$ cat src/rtl/ifq_pkg.sv
// ifq_pkg: shared constants, entry layout and address-check helper for the
// IF/ID queue. Optional feature macro: IFQ_ADDR_EXC_EN (per-entry AdEL bit).
package ifq_pkg;

  localparam logic [31:0] IFQ_PC_BASE    = 32'h0000_3000;
  localparam int unsigned IFQ_IMEM_WORDS = 4096;
  localparam logic [31:0] IFQ_NOP        = 32'h0000_0000;
  // Cause code the downstream exception logic reports for a flagged entry.
  localparam logic [3:0]  IFQ_EXC_ADEL   = 4'd4;

  typedef struct packed {
`ifdef IFQ_ADDR_EXC_EN
    logic        exc;
`endif
    logic [31:0] pc;
    logic [31:0] instr;
  } ifq_entry_t;

  // Misaligned, or outside [base, base + 4*IMEM_WORDS - 4].
  function automatic logic ifq_addr_fault(input logic [31:0] pc,
                                          input logic [31:0] base);
    logic [31:0] off;
    off = pc - base;
    return (pc[1:0] != 2'b00) || (pc < base) ||
           (off >= 32'(IFQ_IMEM_WORDS * 4));
  endfunction

endpackage

$ cat src/rtl/ifq_entry_ram.sv
// ifq_entry_ram: entry storage for the IF/ID queue.
// Ports: clk; we/waddr/wdata synchronous write; raddr/rdata asynchronous read.
// Contents are not reset; the queue never exposes an unwritten entry.
module ifq_entry_ram #(
  parameter int unsigned DEPTH = 4,
  parameter int unsigned WIDTH = 64
) (
  input  logic                     clk,
  input  logic                     we,
  input  logic [$clog2(DEPTH)-1:0] waddr,
  input  logic [WIDTH-1:0]         wdata,
  input  logic [$clog2(DEPTH)-1:0] raddr,
  output logic [WIDTH-1:0]         rdata
);

  logic [WIDTH-1:0] mem [DEPTH];

  always_ff @(posedge clk) begin
    if (we) mem[waddr] <= wdata;
  end

  always_comb begin
    rdata = mem[raddr];
  end

endmodule

$ cat src/rtl/if_id_queue.sv
// if_id_queue: fetch-to-decode instruction queue (DEPTH entries, power of 2).
// Ports: clk, reset (sync, active-high), flush (redirect, discards all);
//   in_valid/in_ready/in_pc/in_instr  - push side from fetch;
//   out_valid/out_ready/out_pc/out_instr - head entry to decode (zero when empty);
//   out_exc (only with IFQ_ADDR_EXC_EN) - head entry carries an AdEL fault;
//   count - occupied entries.
module if_id_queue
  import ifq_pkg::*;
#(
  parameter int unsigned DEPTH   = 4,
  parameter logic [31:0] PC_BASE = IFQ_PC_BASE
) (
  input  logic                     clk,
  input  logic                     reset,
  input  logic                     flush,
  input  logic                     in_valid,
  output logic                     in_ready,
  input  logic [31:0]              in_pc,
  input  logic [31:0]              in_instr,
  output logic                     out_valid,
  input  logic                     out_ready,
  output logic [31:0]              out_pc,
  output logic [31:0]              out_instr,
`ifdef IFQ_ADDR_EXC_EN
  output logic                     out_exc,
`endif
  output logic [$clog2(DEPTH):0]   count
);

  localparam int unsigned AW = $clog2(DEPTH);
  localparam int unsigned CW = AW + 1;

  if ((DEPTH < 2) || ((DEPTH & (DEPTH - 1)) != 0)) begin : g_bad_depth
    $error("if_id_queue: DEPTH must be a power of two, at least 2");
  end
  if (PC_BASE[1:0] != 2'b00) begin : g_bad_base
    $error("if_id_queue: PC_BASE must be word aligned");
  end

  logic [AW-1:0] head_q, head_d;
  logic [AW-1:0] tail_q, tail_d;
  logic [CW-1:0] count_q, count_d;

  logic       push, pop;
  ifq_entry_t wr_entry, rd_entry;
  logic [$bits(ifq_entry_t)-1:0] rd_bits;

  always_comb begin
    in_ready  = (count_q != CW'(DEPTH));
    out_valid = (count_q != '0);
    push      = in_valid && in_ready;
    pop       = out_valid && out_ready;
  end

  always_comb begin
    head_d  = head_q;
    tail_d  = tail_q;
    count_d = count_q;
    if (flush) begin
      head_d  = '0;
      tail_d  = '0;
      count_d = '0;
    end else begin
      if (push) tail_d = tail_q + AW'(1);
      if (pop)  head_d = head_q + AW'(1);
      count_d = count_q + CW'(push) - CW'(pop);
    end
  end

  always_ff @(posedge clk) begin
    if (reset) begin
      head_q  <= '0;
      tail_q  <= '0;
      count_q <= '0;
    end else begin
      head_q  <= head_d;
      tail_q  <= tail_d;
      count_q <= count_d;
    end
  end

  always_comb begin
    wr_entry       = '0;
    wr_entry.pc    = in_pc;
    wr_entry.instr = in_instr;
`ifdef IFQ_ADDR_EXC_EN
    wr_entry.exc   = ifq_addr_fault(in_pc, PC_BASE);
    if (wr_entry.exc) wr_entry.instr = IFQ_NOP;
`endif
  end

  ifq_entry_ram #(
    .DEPTH (DEPTH),
    .WIDTH ($bits(ifq_entry_t))
  ) u_ram (
    .clk   (clk),
    .we    (push && !flush && !reset),
    .waddr (tail_q),
    .wdata (wr_entry),
    .raddr (head_q),
    .rdata (rd_bits)
  );

  always_comb begin
    rd_entry  = ifq_entry_t'(rd_bits);
    out_pc    = out_valid ? rd_entry.pc    : '0;
    out_instr = out_valid ? rd_entry.instr : IFQ_NOP;
`ifdef IFQ_ADDR_EXC_EN
    out_exc   = out_valid ? rd_entry.exc   : 1'b0;
`endif
    count     = count_q;
  end

endmodule

$ cat config.mk
export PLATFORM = sky130hd
export DESIGN_NAME = if_id_queue
export DESIGN_NICKNAME = d
export VERILOG_FILES = /design/src/rtl/ifq_pkg.sv /design/src/rtl/ifq_entry_ram.sv /design/src/rtl/if_id_queue.sv
export SDC_FILE = /design/constraint.sdc
export NUM_CORES = 1
export LEC_CHECK = 0
export CAP_MARGIN = 20
export CORE_MARGIN = 2
export CORE_UTILIZATION = 46
export CTS_BUF_LIST = sky130_fd_sc_hd__clkbuf_4
export DETAILED_ROUTE_END_ITERATION = 7
export PLACE_DENSITY = 0.72
export SYNTH_ARGS = -nofsm -noshare
export SYNTH_HDL_FRONTEND = slang
export SYNTH_SLANG_ARGS = --single-unit
$ cat constraint.sdc
create_clock -name clk -period 3.85 [get_ports clk]
set_clock_uncertainty 0.15 [all_clocks]
set_input_delay 0.5775 -clock clk [delete_from_list [all_inputs] [get_ports clk]]
set_output_delay 0.5775 -clock clk [all_outputs]
set_load 0.005 [all_outputs]
* After elaboration in Yosys (flattened, before gate mapping)
Memory sizes are Yosys's and may differ from the RTL's. A register that Yosys moved wholly into a read port is not among the register bits.
Cells that the tools add are included.
Widths: inputs -> output; s select.
** Operators by class
- Add/subtract/negate cells :: 4
- Eq/ne operators :: 1
- Multiplexer cells :: 6
- Reductions and logical operators :: 8
** Operators by type and width (count)
- $mux 32 :: 2
- $add 2x1->2 const B :: 2
- $logic_and 1x1->1 :: 4
- $mux 2 :: 2
- $add 3x1->3 :: 1
- $ne 3x3->1 const B :: 1
- $reduce_bool 3->1 :: 1
- $sub 3x1->3 :: 1
- $logic_not 1->1 :: 2
- $mux 1 :: 2
- $reduce_or 2->1 :: 1
** Storage, ports and cells
- Register bits after elaboration :: 7
- RAM bits :: 256
- Bits of input ports :: 69
- Output and inout bits :: 69
- Logic and storage cells :: 23
- Memories :: 1
** Memory list
- u_ram.mem :: words 4, width 64, read ports 1, clocked after Yosys merged registers in 1, wr ports 1, RTL line ifq_entry_ram.sv:16 : logic [WIDTH-1:0] mem [DEPTH];

* Depth between registers and ports, before layout
Gate-level depths: netlist of run 1.
- Depth in word-level cells :: 6
- Depth in mapped cells :: 11
- Gate-level depth less buffers :: 11

* Cells and area by module
Synthesis of run 1 repeated with hierarchy kept, for this count alone.
** Second synthesis, totals
- Cell total of the unflattened synthesis :: 445
- Area total of the unflattened synthesis :: 10169.8 um^2
** By module, submodules not included
- ifq_entry_ram :: instances 1, cells each 338, area each 9341.5 um^2, sequential area each 7687.4 um^2
- if_id_queue :: instances 1, cells each 107, area each 828.3 um^2, sequential area each 140.1 um^2

* Least setup slack after synthesis of run 1
Ideal clock, no wire load.
- Path type :: input to register
- Start :: in flush
- End :: mem u_ram.mem[0][0] (enable)
- Setup time :: 0.429 ns
- Data arrival time :: 2.519 ns
- Required time :: 3.271 ns
- Setup slack :: 0.752 ns
- Cell stages on the path :: 3
- Buffers on the path :: 1
- Path through :: nor2_1 > clkbuf_1 > and3_1
** On the way
- Cells in the longest elaborated chain, start to end :: 5
** RTL lines
- start: declaration :: RTL line if_id_queue.sv:15 : input logic flush,
- $logic_not 1->1 :: RTL line if_id_queue.sv:97 : .we (push && !flush && !reset),
- $logic_and 1x1->1 (2 in series) :: RTL line if_id_queue.sv:97
- $mux 1 :: RTL line ifq_entry_ram.sv:19 : if (we) mem[waddr] <= wdata;
- $mux 1 (implied by the code) :: RTL line ifq_entry_ram.sv:19
- end: declaration :: RTL line ifq_entry_ram.sv:16
No other way between the ends.

* Worst setup path in the final report of run 1
- Start :: reg count_q[1], in the netlist count[1]
- End :: out out_instr[30]
** On the way
- Cells in the longest elaborated chain, start to end :: 2
** RTL lines
- start: declaration :: RTL line if_id_queue.sv:42 : logic [CW-1:0] count_q, count_d;
- start signal: assignment :: RTL line if_id_queue.sv:78 : count_q <= count_d;
- $reduce_bool 3->1 :: RTL line if_id_queue.sv:50 : out_valid = (count_q != '0);
- $mux 32 :: RTL line if_id_queue.sv:107 : out_instr = out_valid ? rd_entry.instr : IFQ_NOP;
- end: declaration :: RTL line if_id_queue.sv:23 : output logic [31:0] out_instr,
No other way between the ends.

==> results of run 1 <==
power by group:
| part | internal (mW) | switching (mW) | total (mW) |
|---|---|---|---|
| Sequential | 3.20 | 0.0134 | 3.21 |
| Combinational | 0.265 | 0.182 | 0.447 |
| Clock | 1.16 | 1.01 | 2.17 |
layer usage:
layer	global-route usage, %	share of wire (%)	up-vias
met2	26.9	50	181
li1	-	-	2289
met1	21.0	41	2543
met5	0	0	-
met3	5.76	7.7	28
met4	7.01	1.6	0
through the flow:
stage               setup WS, ns  std cells
finish                     0.310        966
global route              0.0872        965
CTS                        0.202        965
detailed placement         0.729        857
global placement           0.857        857
floorplan                  0.752        455
tightest hold or removal path, stage by stage (launching register included):
cell and delay (ns):
dfxtp_1 0.32, nand2_1 0.08, mux2i_1 0.06
worst max-delay path by stage:
| stage | startpoint | endpoint | slack, ns | cells past startpoint |
|---|---|---|---|---|
| finish | count[1] | out_instr[30] | 0.31 | 4 |
| global route | count[1] | out_instr[21] | 0.09 | 4 |
| CTS | count[1] | out_pc[11] | 0.20 | 4 |
| detailed placement | count[1] | count[2] | 0.73 | 10 |
| global placement | count[1] | count[2] | 0.86 | 10 |
| floorplan | flush | u_ram.mem[0][0] | 0.75 | 3 |
final cells by class:
| cell class | instances | area (um2) |
|---|---|---|
| fill | 1626 | 9140 |
| sequential | 265 | 7880 |
| multi-input combinational | 162 | 2150 |
| timing repair buffer | 145 | 1510 |
| clock buffer | 92 | 691 |
| tap | 280 | 350 |
| clock inverter | 16 | 88.8 |
| inverter | 5 | 18.8 |
| antenna | 1 | 2.50 |
logic make-up (layout without fill, tap and decap cells):
logic type | count (synthesis) | in the layout | share of synthesized area, %
simple gates | 83 | 83 | 4.99
compound gates | 3 | 3 | 0.184
other cells | 0 | 1 | 0
fa+ha+maj | 7 | 7 | 0.931
flops | 265 | 265 | 77.0
mux | 66 | 66 | 14.5
xor+xnor | 3 | 3 | 0.257
buf+inv | 28 | 258 | 2.14
state kept, by name (all words and copies together) (netlist names), named ones only:
| name | flops |
|---|---|
| tail_q | 2 |
| head_q | 2 |
| count | 3 |
| u_ram.mem | 256 |
cells in the final DEF (no fill, tap or decap), drive strengths merged, types with 3 or more instances in the layout:
| cell | netlist | routed |
|---|---|---|
| nand2 | 3 | 3 |
| and2 | 68 | 68 |
| and3 | 4 | 4 |
| dfxtp | 9 | 9 |
| ha | 6 | 6 |
| buf | 13 | 8 |
| clkdlybuf4s50 | 0 | 137 |
| edfxtp | 256 | 256 |
| mux4 | 64 | 64 |
| inv | 5 | 7 |
| clkbuf | 10 | 92 |
| clkinv | 0 | 13 |
==> impl_summary.log, run 1 <==
INFO  metric timing.fmax = approximately 280 MHz
INFO  metric yosysTopAreaCell = edfxtp_1
INFO  metric worst-slew-pin-transition = roughly 0.63 ns
INFO  metric initial_utilization = a little under half
INFO  metric synth.most_common_cell = edfxtp_1
INFO  metric rrSetupSlack = 0.73 ns
INFO  metric timing.critical_path.cells = or3_2 > buf_4 > and2_1 > clkdlybuf4s50_1
INFO  metric number_of_synthesized_register_bits = approximately 270
INFO  metric vias = 5041
INFO  metric async_flop_share = 0%
INFO  metric die_height = about 150 um
INFO  metric syn_area_per_cell = 22.4 um2
INFO  metric grt_start_max_net_pins = 56
INFO  metric timing.critical_path.slowest_cell_delay = 0.73 ns
INFO  metric path_class = reg2out
INFO  metric num_rows = 54
INFO  metric synth_edf_count = 256
INFO  metric r2r_cells = 10
INFO  metric first_iter_violations = 270
INFO  metric cts.clk_slew.worst_paths = 0.06 ns
INFO  metric total_power = 5.83 mW
INFO  metric synth.yosys.seq_area_share = about 77%
INFO  metric insertion_delay_to_the_later_sink_of_the_worst_skew_pair = 0.63 ns
INFO  metric worstHoldStart = head_q[0]
INFO  metric vdd_ir_drop_max = ~0.30 mV
INFO  metric power_density = 460 mW/mm2
INFO  metric synth_top_area_share = 75.3%
INFO  metric whs_path_depth = 2
INFO  metric standard_cell_area_after_detailed_placement = roughly 0.012 mm2
INFO  metric final-max-slew-violation-count = 0
INFO  metric holdWs = about 0.35 ns
INFO  metric ys.warnings.count = 0
INFO  metric aggregate_routed_wire_length = 19100 um
INFO  metric worstPathMaxFanout = 41
INFO  metric finalHoldViolCount = 0
INFO  metric static-leakage-power = approximately 4.1 nW
INFO  metric hold_path_class = reg2reg
INFO  metric drcViolationCount = 0
INFO  metric setup_viol = 0
INFO  metric postSynthNetCount = 531
INFO  metric slew_headroom = approximately 58%
INFO  metric detailed_place_hpwl = ~11000 um
INFO  metric setup_repair_after_global_routing_missed_its_margin = false
INFO  metric most_frequently_used_flop_master_after_synthesis = edfxtp_1
INFO  metric overflow = 0
INFO  metric grt_util_all_layers = 16.8%
INFO  metric clock-root-buffer = clkbuf_4
INFO  metric ys_top_cells_by_area = edfxtp_1 75%, mux4_2 13%, and2_1 4.2%, dfxtp_1 1.8%, buf_12 1.2%
INFO  metric yosys.cell_types.count = 25
INFO  metric tritoncts_num_sinks = between 200 and 300
INFO  metric synthesis.instances = 455
INFO  metric final.period_utilization = 91.9%
INFO  metric antenna_found_initial = 1
INFO  metric cts_hold_repair.buffers = 0
INFO  metric placement.io_buffers = 137
INFO  metric first_pass_iters = 4
INFO  metric maxCapViolCount = 0
INFO  metric cp-start-kind = register
INFO  metric post-route-min-period = approximately 3.5 ns
INFO  metric cts_inserted_buffers = 67
INFO  metric cts_max_path_bufs = 3
INFO  metric post_synth_most_frequent_cells = 256 x edfxtp_1, 68 x and2_1, 60 x mux4_2
INFO  metric finalWeightedCongestion = 0.780
INFO  metric tritoncts_clock_tree = yes
INFO  metric fin_area = ~0.013 mm2
INFO  metric critical_path.reg2reg.startpoint = count[1]
INFO  metric die-area = 0.0234 mm2
INFO  metric via_per_inst = 5.22
INFO  metric worst-endpoint-required = 3.12 ns
INFO  metric post_cts_buffers = 0
INFO  metric nets = 722
INFO  metric cts_htree_levels = 3
INFO  metric cp_data_arrival_time = 2.81 ns
INFO  metric layout_overhead_on_the_synthesized_area = 24.2%
INFO  metric worstSetupEndpointType = output pin
INFO  metric top_level_ports = 138
INFO  metric floorplan.die.width = 153 um
INFO  metric result_of_the_run = finished, final reports clean
INFO  metric antenna_violating_nets_post_route = 0
INFO  metric area_inside_the_core_boundary = 0.0218 mm2
INFO  metric cts-resized-gates = 0
INFO  metric first_global_vias = 5637
INFO  metric critical_path.top_delay_family = simple AND/OR/NAND/NOR gates
INFO  metric setup-tns-final = 0 ns
INFO  metric mappedNetlistArea = 0.0102 mm2
INFO  metric path_buf_inv = 2
INFO  metric timing.rr.end = count[2]
INFO  metric grt_pass1_wl = 29900 um
INFO  metric post_route_cells_drive_above_1_share = 25.1%
INFO  metric finalCoreUtilization = 58.1%
INFO  metric critical-path-slowest-cell = or3_2
INFO  metric wire_per_inst = 19.8 um
Power figures use the tool's default switching activity.
==> run 2, diff against run 1 <==
- SKIP_LAST_GASP: unset -> 1
==> results of run 2 <==
No change in the layout: final DEF, timing and power equal those of run 1.
==> run 3, diff against run 2 <==
- PLACE_DENSITY: 0.72 -> unset
- PLACE_DENSITY_LB_ADDON: unset -> 0.1
==> run 3 against run 2 <==
Against the previous run: non-clock buffer count rose by 8; largest cell class unchanged; largest power group unchanged; register-to-register slack gained 0.37 ns; flip-flop and latch count did not move; via count up 1.5%; total power increased by 4.8%; global-route usage is 0.74 points higher; count of clock-buffer cells in the layout rose by 13; maximum frequency increased by 0.32%; first-iteration DRC count is 26% lower.
==> impl_summary.log, run 3 (synthesis gave the netlist of run 1 again) <==
INFO  metric static-leakage-power = 4.18 nW (was 4.07 nW)
INFO  metric worst_setup_path_endpoint = out_instr[23] (was out_instr[30])
INFO  metric nets = 734 (was 722)
INFO  metric timing.critical_path.cells = buf_4 > mux4_2 > and2_1 > clkdlybuf4s50_1 (was or3_2 > buf_4 > and2_1 > clkdlybuf4s50_1)
INFO  metric rrSetupSlack = 1.10 ns (was 0.73 ns)
INFO  metric setup_repair_after_global_routing_missed_its_margin = false (unchanged)
INFO  metric num_rows = 54 (unchanged)
INFO  metric cts_max_path_bufs = 3 (unchanged)
INFO  metric initial_utilization = 46.8% (unchanged)
INFO  metric setup-tns-final = 0 ns (unchanged)
INFO  metric path_class = reg2out (unchanged)
INFO  metric finalHoldViolCount = 0 (unchanged)
INFO  metric setup_viol = 0 (unchanged)
INFO  metric drcViolationCount = 0 (unchanged)
INFO  metric maxCapViolCount = 0 (unchanged)
INFO  metric cp-start-kind = register (unchanged)
INFO  metric setup_ws = 0.322 ns (was 0.310 ns)
INFO  metric hold_path_class = reg2reg (unchanged)
INFO  metric grt_pass1_wl = 31000 um (was 29900 um)
INFO  metric post_cts_buffers = 0 (unchanged)
INFO  metric total_power = 6.11 mW (was 5.83 mW)
INFO  metric post_route_cells_drive_above_1_share = 27.8% (was 25.1%)
INFO  metric largest_register_ff_count = 256 (unchanged)
INFO  metric final_common_cell = edfxtp_1 (unchanged)
INFO  metric cts-resized-gates = 0 (unchanged)
INFO  metric placement.io_buffers = 137 (unchanged)
INFO  metric cts_hold_repair.buffers = 0 (unchanged)
INFO  metric detailed_place_hpwl = 11600 um (was 11200 um)
INFO  metric first_iter_violations = 199 (was 270)
INFO  metric timing.fmax = 283 MHz (about the same)
INFO  metric critical-path-slowest-cell = dfxtp_4 (was or3_2)
INFO  metric critical_path.reg2reg.startpoint = count[2] (was count[1])
INFO  metric fillCellCount = 1689 (was 1626)
INFO  metric floorplan.die.width = 153 um (unchanged)
INFO  metric detailedPlace.worstSlack = 0.775 ns (was 0.729 ns)
INFO  metric grt_start_max_net_pins = 39 (was 56)
INFO  metric post-route-min-period = 3.53 ns (was 3.54 ns)
INFO  metric cts.clk_slew.worst_paths = 0.07 ns (was 0.06 ns)
INFO  metric antenna_found_initial = 2 (was 1)
INFO  metric cts_inserted_buffers = 71 (was 67)
INFO  metric tritoncts_num_sinks = 265 (unchanged)
INFO  metric worstPathMaxFanout = 17 (was 41)
INFO  metric final-max-slew-violation-count = 0 (unchanged)
INFO  metric vias = 5116 (was 5041)
INFO  metric result_of_the_run = finished, final reports clean (unchanged)
INFO  metric whs_path_depth = 2 (unchanged)
INFO  metric timing.rr.end = count[2] (unchanged)
INFO  metric aggregate_routed_wire_length = 19900 um (was 19100 um)
INFO  metric first_global_vias = 5653 (was 5637)
INFO  metric place.detailed.instances = 865 (was 857)
INFO  metric cp_data_arrival_time = 2.80 ns (was 2.81 ns)
INFO  metric worst-endpoint-required = 3.12 ns (about the same)
INFO  metric grt_util_all_layers = 17.5% (was 16.8%)
INFO  metric layout_overhead_on_the_synthesized_area = 26.0% (was 24.2%)
INFO  metric antenna_violating_nets_post_route = 0 (unchanged)
INFO  metric first_pass_iters = 5 (was 4)
INFO  metric via_per_inst = 5.18 (was 5.22)
INFO  metric wire_per_inst = 20.2 um (was 19.8 um)
INFO  metric top_level_ports = 138 (unchanged)
INFO  metric finalWeightedCongestion = 0.807 (was 0.780)
INFO  metric mostFrequentLayoutCells = 256 x edfxtp_1, 137 x clkdlybuf4s50_1, 105 x clkbuf_4 (was 256 x edfxtp_1, 137 x clkdlybuf4s50_1, 92 x clkbuf_4)
INFO  metric die-area = 0.0234 mm2 (unchanged)
INFO  metric vdd_ir_drop_max = 0.287 mV (was 0.298 mV)
INFO  metric die_height = 153 um (unchanged)
INFO  metric tritoncts_clock_tree = yes (unchanged)
INFO  metric max_flop_register = u_ram.mem (unchanged)
INFO  metric insertion_delay_to_the_later_sink_of_the_worst_skew_pair = 0.63 ns (about the same)
INFO  metric layoutNonFillerInstCount = 987 (was 966)
INFO  metric overflow = 0 (unchanged)
INFO  metric worst-slew-pin-transition = 0.616 ns (was 0.631 ns)
INFO  metric cts_htree_levels = 3 (unchanged)
INFO  metric area_inside_the_core_boundary = 0.0218 mm2 (unchanged)
INFO  metric slew_headroom = 58.8% (was 57.8%)
INFO  metric final.period_utilization = 91.6% (was 91.9%)
INFO  metric worstSetupEndpointType = output pin (unchanged)
INFO  metric power_density = 475 mW/mm2 (was 460 mW/mm2)
INFO  metric clock-root-buffer = clkbuf_4 (unchanged)
INFO  metric timing.critical_path.slowest_cell_delay = 0.57 ns (was 0.73 ns)
INFO  metric r2r_cells = 11 (was 10)
## run 3: metal layers
metal	wire (um)	GRT usage, %	up-vias
met5	0	0	-
met4	359	6.88	0
met3	1150	4.96	31
met2	9970	28.5	169
met1	8440	22.6	2614
li1	-	-	2302
## run 3: worst min-delay path by stage
stage,slack [ns],to,start
floorplan,0.31,tail_q[1],tail_q[1]
global placement,0.33,tail_q[0],tail_q[0]
detailed placement,0.34,tail_q[1],tail_q[1]
CTS,0.35,tail_q[1],tail_q[1]
global route,0.38,tail_q[1],tail_q[1]
finish,0.35,tail_q[1],tail_q[1]
## run 3: critical path, delay by kind of cell, from the launching register on
family        cells  cell delay (ns)
flops             1             0.57
mux               1             0.55
buf+inv           2             0.85
simple gates      1             0.19
## run 3: report_power, final
part           internal [mW]  switching (mW)
Sequential              3.20          0.0151
Clock                   1.38            1.07
Combinational          0.269           0.183
## run 3: cell type report
cell class / instances / area (um2) / area share (%)
timing repair buffer: 153 / 1570 / 12.2
inverter: 5 / 18.8 / 0.146
clock inverter: 15 / 114 / 0.885
sequential: 265 / 7880 / 61.2
tap: 280 / 350 / 2.72
antenna: 2 / 5.00 / 0.0389
multi-input combinational: 162 / 2150 / 16.7
clock buffer: 105 / 788 / 6.13
## run 3: through the flow
step | hold slack, ns | util [%] | instance area [um2]
2_1_floorplan | 0.311 | - | 10200
3_3_place_gp | 0.332 | 54.8 | 12000
3_5_place_dp | 0.336 | 54.8 | 12000
4_1_cts | 0.346 | 58.9 | 12900
5_1_grt | 0.377 | 58.9 | 12900
6_report | 0.346 | 58.9 | 12900
